**config.mk**
```make
export PLATFORM = sky130hd
export DESIGN_NAME = i2s_rx
export DESIGN_NICKNAME = d
export VERILOG_FILES = /design/src/rtl/i2s_rx.sv
export SDC_FILE = /design/constraint.sdc
export NUM_CORES = 1
export LEC_CHECK = 0
export ABC_AREA = 1
export BUFFER_PORTS_ARGS = -buffer_cell sky130_fd_sc_hd__buf_2
export CAP_MARGIN = 30
export CORE_MARGIN = 3
export CORE_UTILIZATION = 35
export DETAILED_ROUTE_END_ITERATION = 7
export GPL_ROUTABILITY_DRIVEN = 1
export PLACE_DENSITY_LB_ADDON = 0.2
export SLEW_MARGIN = 20
export SYNTH_ARGS = -nofsm -noshare
export SYNTH_HDL_FRONTEND = slang
export SYNTH_SLANG_ARGS = --single-unit
```
**constraint.sdc**
```tcl
create_clock -name clk -period 2.1 [get_ports clk]
set_input_delay 0.105 -clock clk [delete_from_list [all_inputs] [get_ports clk]]
set_output_delay 0.105 -clock clk [all_outputs]
set_load 0.02 [all_outputs]
```
**src/rtl/i2s_rx.sv**
```systemverilog
// rtl/i2s_rx.sv - I2S serial audio receiver: oversampled, deserialised stereo pairs with a frame strobe
module i2s_rx #(
    parameter int k = 24,
    parameter int n = 32
) (
    input  logic         clk,
    input  logic         reset,
    input  logic         i2s_bclk,
    input  logic         i2s_lrclk,
    input  logic         i2s_sdata,
    output logic [k-1:0] audio_l,
    output logic [k-1:0] audio_r,
    output logic         sample_trig,
    output logic         frame_err
);

    localparam int cw = $clog2(n + 1);
    localparam logic [cw-1:0] k_cnt = cw'(k);
    localparam logic [cw-1:0] n_cnt = cw'(n);

    typedef enum logic [1:0] {
        IDLE,
        DELAY,
        SHIFT,
        WAIT
    } state_t;

    // two-stage synchronisers plus a bclk history bit
    logic bclk_s1, bclk_s2, bclk_h;
    logic lr_s1, lr_s2;
    logic sd_s1, sd_s2;

    // lrclk as seen at the previous bclk rising edge
    logic lr_prev;

    state_t        state;
    logic [cw-1:0] cnt;
    logic [k-2:0]  shreg;
    logic [k-1:0]  left_hold;
    logic          left_ok;
    logic          chan;

    logic          bclk_rise;
    logic          lr_edge;
    logic [k-1:0]  sh_next;
    logic [cw-1:0] cnt_next;

    // bring the asynchronous I2S lines into the clk domain
    always_ff @(posedge clk) begin
        if (reset) begin
            bclk_s1 <= 1'b0;
            bclk_s2 <= 1'b0;
            bclk_h  <= 1'b0;
            lr_s1   <= 1'b0;
            lr_s2   <= 1'b0;
            sd_s1   <= 1'b0;
            sd_s2   <= 1'b0;
        end else begin
            bclk_s1 <= i2s_bclk;
            bclk_s2 <= bclk_s1;
            bclk_h  <= bclk_s2;
            lr_s1   <= i2s_lrclk;
            lr_s2   <= lr_s1;
            sd_s1   <= i2s_sdata;
            sd_s2   <= sd_s1;
        end
    end

    // edge qualifiers and the next shift/count values for the current bit
    always_comb begin
        bclk_rise = bclk_s2 & ~bclk_h;
        lr_edge   = bclk_rise & (lr_s2 != lr_prev);
        sh_next   = {shreg, sd_s2};
        cnt_next  = cnt + 1'b1;
    end

    // word framing FSM; all state moves happen on a bclk rising edge
    always_ff @(posedge clk) begin
        if (reset) begin
            state       <= IDLE;
            cnt         <= '0;
            shreg       <= '0;
            left_hold   <= '0;
            left_ok     <= 1'b0;
            chan        <= 1'b0;
            lr_prev     <= 1'b0;
            audio_l     <= '0;
            audio_r     <= '0;
            sample_trig <= 1'b0;
            frame_err   <= 1'b0;
        end else begin
            sample_trig <= 1'b0;
            frame_err   <= 1'b0;
            if (bclk_rise) begin
                lr_prev <= lr_s2;
                case (state)
                    // only a falling lrclk (left slot start) can begin decoding
                    IDLE: begin
                        if (lr_edge && !lr_s2) begin
                            state <= DELAY;
                            cnt   <= '0;
                            chan  <= 1'b0;
                        end
                    end
                    // the bit under the lrclk edge was the delay slot; DELAY
                    // takes the MSB on the next rise, SHIFT the remaining bits
                    DELAY, SHIFT: begin
                        shreg <= sh_next[k-2:0];
                        cnt   <= cnt_next;
                        if (cnt_next == k_cnt) begin
                            if (!chan) begin
                                left_hold <= sh_next;
                                left_ok   <= 1'b1;
                            end else begin
                                // outputs move only together with the strobe
                                if (left_ok) begin
                                    audio_r     <= sh_next;
                                    audio_l     <= left_hold;
                                    sample_trig <= 1'b1;
                                end
                                left_ok <= 1'b0;
                            end
                            // last bit landing on the lrclk edge still completes
                            if (lr_edge) begin
                                state <= DELAY;
                                cnt   <= '0;
                                chan  <= lr_s2;
                            end else begin
                                state <= WAIT;
                            end
                        end else if (lr_edge) begin
                            // slot ended early: drop the partial word and the frame
                            frame_err <= 1'b1;
                            left_ok   <= 1'b0;
                            state     <= DELAY;
                            cnt       <= '0;
                            chan      <= lr_s2;
                        end else begin
                            state <= SHIFT;
                        end
                    end
                    // padding bits beyond k are ignored until the next channel
                    WAIT: begin
                        if (lr_edge) begin
                            state <= DELAY;
                            cnt   <= '0;
                            chan  <= lr_s2;
                        end else if (cnt < n_cnt) begin
                            cnt <= cnt_next;
                        end
                    end
                    default: state <= IDLE;
                endcase
            end
        end
    end

endmodule

```
---- Yosys cells after proc, flatten, opt, wreduce, memory -nomap -nowiden ----
Index checks and enable logic that the tools add are counted.
word-level totals
  flip-flop bits (word level) ............. 115
  logic and storage cells ................. 70
operators by class
  multiplexer cells ....................... 19
  eq/ne operators ......................... 9
  $lt $le $gt $ge ......................... 1
  reductions and logical operators ........ 15
  bitwise gates (word level) .............. 7
  add/sub/neg operators ................... 1
operator list
  cell                                                                     number
  6-bit 2-to-1 mux                                                         4
  6-bit case mux with 3 select lines                                       1
  3-bit AND reduction                                                      4
  2-bit 2-to-1 mux                                                         5
  1-bit 2-to-1 mux                                                         7
  6-bit by 1-bit adder with 6-bit output, second input constant            1
  6-bit by 5-bit equality test with 1-bit output, second input constant    1
  6-bit < comparator, second input constant                                1
  2-bit case mux with 3 select lines                                       1
  1-bit NOT                                                                5
  5-bit AND reduction                                                      1
  5-bit OR reduction                                                       1
  2-bit equality test, second input constant                               2
  2-bit inequality test, second input constant                             2
  4-bit AND reduction                                                      1
  4-bit OR reduction                                                       1
  3-bit inequality test, second input constant                             1
  3-bit OR reduction                                                       1
  1-bit bitwise AND                                                        2
  2-bit by 1-bit equality test with 1-bit output, second input constant    1
  2-bit logical NOT                                                        1
  2-bit by 1-bit inequality test with 1-bit output, second input constant  1
  1-bit case mux with 2 select lines                                       1
  2-bit AND reduction                                                      1
  5 further kinds                                                          5

---- Logic depth before layout (Yosys ltp) ----
  word-level depth ........................ 6
  gate-level depth with buffers ........... 11

---- Least setup slack after synthesis ----
Ideal clock, no wire load.
  path type ............................... reg-to-reg
  start point ............................. register cnt[0]
  end point ............................... register audio_r[12]
  arrival time ............................ 1.568 ns
  period minus slack after synthesis ...... 1.681 ns
  cell stages (with the launch flop) ...... 12
  slack ................................... 0.419 ns
  setup time .............................. 0.113 ns
  cells stage by stage .................... dfxtp_1 > ha_1 > nand2_1 > inv_1 > nand3_1 > nand2_1 > nor2_4 > nand4_2 > buf_4 > buf_2 > nor2_1 > nor2_1
between the ends
  cells in the longest elaborated chain, start to end .. 3
ends and longest elaborated chain
  what                                            RTL line  RTL
  from (decl)                                     37        logic [cw-1:0] cnt;
  from (signal assigned)                          109       cnt <= cnt_next;
  from (signal assigned)                          149       cnt <= cnt_next;
  6-bit by 1-bit adder with 6-bit output          74        cnt_next = cnt + 1'b1;
  6-bit by 5-bit equality test with 1-bit output  110       if (cnt_next == k_cnt) begin
  5-bit AND reduction (no source line)            --
  to (signal assigned)                            117       audio_r <= sh_next;
  to (decl)                                       12        output logic [k-1:0] audio_r,
No other way between the ends.
A chain may end at the register's enable or synchronous reset.

---- Final worst setup path ----
  start point ............................. register cnt[0]
  end point ............................... register audio_l[23]
between the ends
  cells in the longest elaborated chain, start to end .. 3
ends and longest elaborated chain
  what                                            RTL line  RTL
  6-bit by 1-bit adder with 6-bit output          74
  6-bit by 5-bit equality test with 1-bit output  110
  5-bit AND reduction (no source line)            --
  to (signal assigned)                            118       audio_l <= left_hold;
  to (decl)                                       11        output logic [k-1:0] audio_l,
No other way between the ends.

==> flow_metrics.py <==
metrics = {
    "critical_path": {
        "critPathKind": "flop to flop",
        "critPathBufInv": 1,
        "critPathLaunchType": "flop",
        "worstSetupEndpointType": "flop",
        "worst_path_most_repeated_cell": "nand2_1",
        "cpLargestDelayFamily": "simple AND/OR/NAND/NOR gates",
        "crit_required_ns": 2.44,
        "cp_max_fo": 35,
        "cp_cell_sequence": "ha_1, nand2_1, o21bai_2, nand2_1, nor2_4, nand4_4, buf_6, nand2_1, nand2_1, nor2_1",
        "slowest_stage": "dfxtp_1",
        "max_stage_delay_ns": 0.40,
        "arrival_ns": 2.19,
    },
    "sta": {
        "finalSetupViolCount": 0,
        "rsz0062_at_grt": "false",
        "final_max_slew_viol_count": 0,
        "setup-tns-final_ns": 0,
        "slew-limit-headroom_pct": 58.8,
        "hold_violations": 0,
        "fin_crit_sh_pct": 88.0,
        "tightest_slew_ns": 0.617,
        "fin_worst_skew_ns": 0.00634,
        "min_period_ns": 1.85,
        "hold_slack_ns": 0.230,
        "clock.fmax_ghz": 0.541,
        "setup_slack_ns": 0.253,
    },
    "synthesis": {
        "synth-compound-area-share_pct": 5.11,
        "synth_cell_types": 22,
        "syn_area_mm2": 0.00458,
        "syn_avg_cell_area_um2": 6.77,
        "yosysWarnings": 0,
        "syn_nets": 685,
        "muxShareOfSynthArea_pct": 0,
        "synth_seq_cells": 115,
        "synth_cells": 676,
        "yosys.area_share.simple_pct": 32.7,
        "synth-xor-area-share_pct": 0,
        "synth_top_family_by_area": "simple AND/OR/NAND/NOR gates",
        "synth_fa_ha_area_share_pct": 1.09,
        "ys_seq_area_share_pct": 50.3,
    },
    "route": {
        "drt_iter0_drc": 211,
        "num_vias": 3859,
        "drc_errors": 0,
        "ant_nets": 0,
        "drt-pass1-iter-count": 4,
        "routed_wl_um": 10000,
        "vias_per_cell": 4.23,
        "wl_per_cell_um": 11.0,
    },
    "power": {
        "seqPwrFrac_pct": 43.6,
        "p_int_w": 0.00406,
        "switchingPower_w": 0.000982,
        "peakVddDrop_uv": 507,
        "leakagePower_nw": 3.06,
        "powerDensity_mw_per_mm2": 897,
        "pwr-share-comb_pct": 1.4,
        "switching_share_pct": 19.5,
        "clockPowerShare_pct": 55.0,
    },
    "global_routing": {
        "antenna_found_initial": 0,
        "grt_pass1_wl_um": 17100,
        "grt_max_degree": 50,
        "track_usage_pct": 14.7,
        "overflow": 0,
        "grt_pass1_vias": 3665,
    },
    "floorplan": {
        "initial_utilization_pct": 36.0,
        "die_w_um": 120,
        "coreArea_mm2": 0.0127,
        "rows": 41,
        "dieArea_mm2": 0.0145,
        "die_h_um": 120,
        "io_pins": 55,
    },
    "layout": {
        "final_area_mm2": 0.00563,
        "n_antenna_cell": 0,
        "fill_cells": 1370,
        "fin_cells": 912,
        "fin_nets": 738,
        "area_growth_syn_to_layout_pct": 22.9,
        "layout-drive-gt1-share_pct": 12.8,
    },
    "outcome": {
        "outcome": "finished clean",
    },
    "clock_tree": {
        "cts_root_buffer": "clkbuf_16",
        "clk_pin_slew_ns": 0.05,
        "cts_made_buffers": 17,
        "cts.sinks": 115,
        "htreeDepth": 4,
        "cts_buffer_depth": 2,
        "clk_latency_ns": 0.41,
        "cts_tree": "yes",
    },
    "placement": {
        "portBuffers": 54,
        "place_area_mm2": 0.00502,
        "dp_cells": 879,
        "routabilityCongestion": 0.746,
        "dp_hpwl_um": 6260,
        "pre_cts_slack_ns": 0.220,
    },
    "job": {
        "drv_cap": 0,
    },
    "hold_path": {
        "hold_class": "primary input to flop",
    },
}
cell type report:
| cell class | count | area (um^2) | area share, % |
|---|---|---|---|
| flip-flops and latches | 115 | 2300 | 40.9 |
| clock buffers | 25 | 495 | 8.81 |
| inverters | 93 | 349 | 6.20 |
| multi-input cells | 437 | 1790 | 31.8 |
| repair buffers | 65 | 402 | 7.14 |
| well taps | 172 | 215 | 3.82 |
| clock inverters | 5 | 75.1 | 1.33 |
sequential cells by signal, summed over array words and instances, names as in the netlist, 2 cells and up:
signal / cells
state: 2
left_hold: 24
shreg: 23
cnt: 6
audio_r: 24
audio_l: 24
layer usage:
metal | share of wire [%] | wire length, um | global-route usage (%) | vias up
li1 | - | - | - | 2102
met1 | 52 | 5180 | 19.4 | 1658
met2 | 41 | 4110 | 21.8 | 85
met3 | 5.8 | 584 | 5.52 | 14
met4 | 1.5 | 155 | 5.74 | 0
met5 | 0 | 0 | 0 | -
cells in the mapped netlist (all sizes together):
master	instances	area share, %
nand2	215	18
nor2	163	14
dfxtp	115	50
inv	93	7.6
a21oi	33	3.6
clkbuf	16	1.3
buf	15	1.9
nand3	7	0.77
o21ai	7	0.77
ha	4	1.1
nand4	4	0.68
a21boi	2	0.33
a211oi	1	0.16
o21bai	1	0.25
cell families (layout without fill, tap and decap cells):
logic type | Yosys count | in the layout
simple gates | 389 | 389
buf+inv | 124 | 188
flops | 115 | 115
compound gates | 44 | 44
fa+ha+maj | 4 | 4
metrics by stage:
stage | total power (W) | utilization, %
final | 0.00505 | 44.2
after global routing | 0.00520 | 44.2
after CTS | 0.00511 | 44.2
after detailed placement | 0.00231 | 39.5
after global placement | 0.00231 | 39.5
after floorplan | 0.00229 | -
worst min-delay path, cell delays in order:
cell and delay (ns):
buf_2 0.11, buf_4 0.25, nor2_1 0.13
what timing repair did:
item,in CTS,in global routing
setup endpoints to repair,0,3
hold endpoints to repair,3,0
hold buffers,3,0
setup buffers,0,0
resized for setup,0,1
power by group through the flow:
stage                     clock (W)  combinational (W)  sequential [W]
after floorplan                   0          0.0000458         0.00224
after global placement            0          0.0000659         0.00224
after detailed placement          0          0.0000672         0.00224
after CTS                   0.00284          0.0000719         0.00220
after global routing        0.00292          0.0000796         0.00220
final                       0.00277          0.0000710         0.00220
worst paths after layout:
path | from | endpoint | slack [ns] | cells after the start
worst max-delay path | cnt[0]$_SDFFE_PP0P_ | audio_l[23]$_SDFFE_PP0P_ | 0.25 | 10
worst min-delay path | reset | bclk_s1$_SDFF_PP0_ | 0.23 | 3
worst max register to register | cnt[0]$_SDFFE_PP0P_ | audio_l[23]$_SDFFE_PP0P_ | 0.25 | 10
worst min register to register | bclk_s1$_SDFF_PP0_ | bclk_s2$_SDFF_PP0_ | 0.41 | 2
cells in the final DEF (no fill, tap or decap), drive strengths merged:
master	n
dlygate4sd3	3
bufinv	2
clkbuf	25
o21bai	1
ha	4
nand3	7
a21oi	33
nand4	4
buf	62
inv	93
a211oi	1
dfxtp	115
clkinv	3
nand2	215
o21ai	7
nor2	163
a21boi	2
No activity file was read; power rests on OpenSTA's default activity.
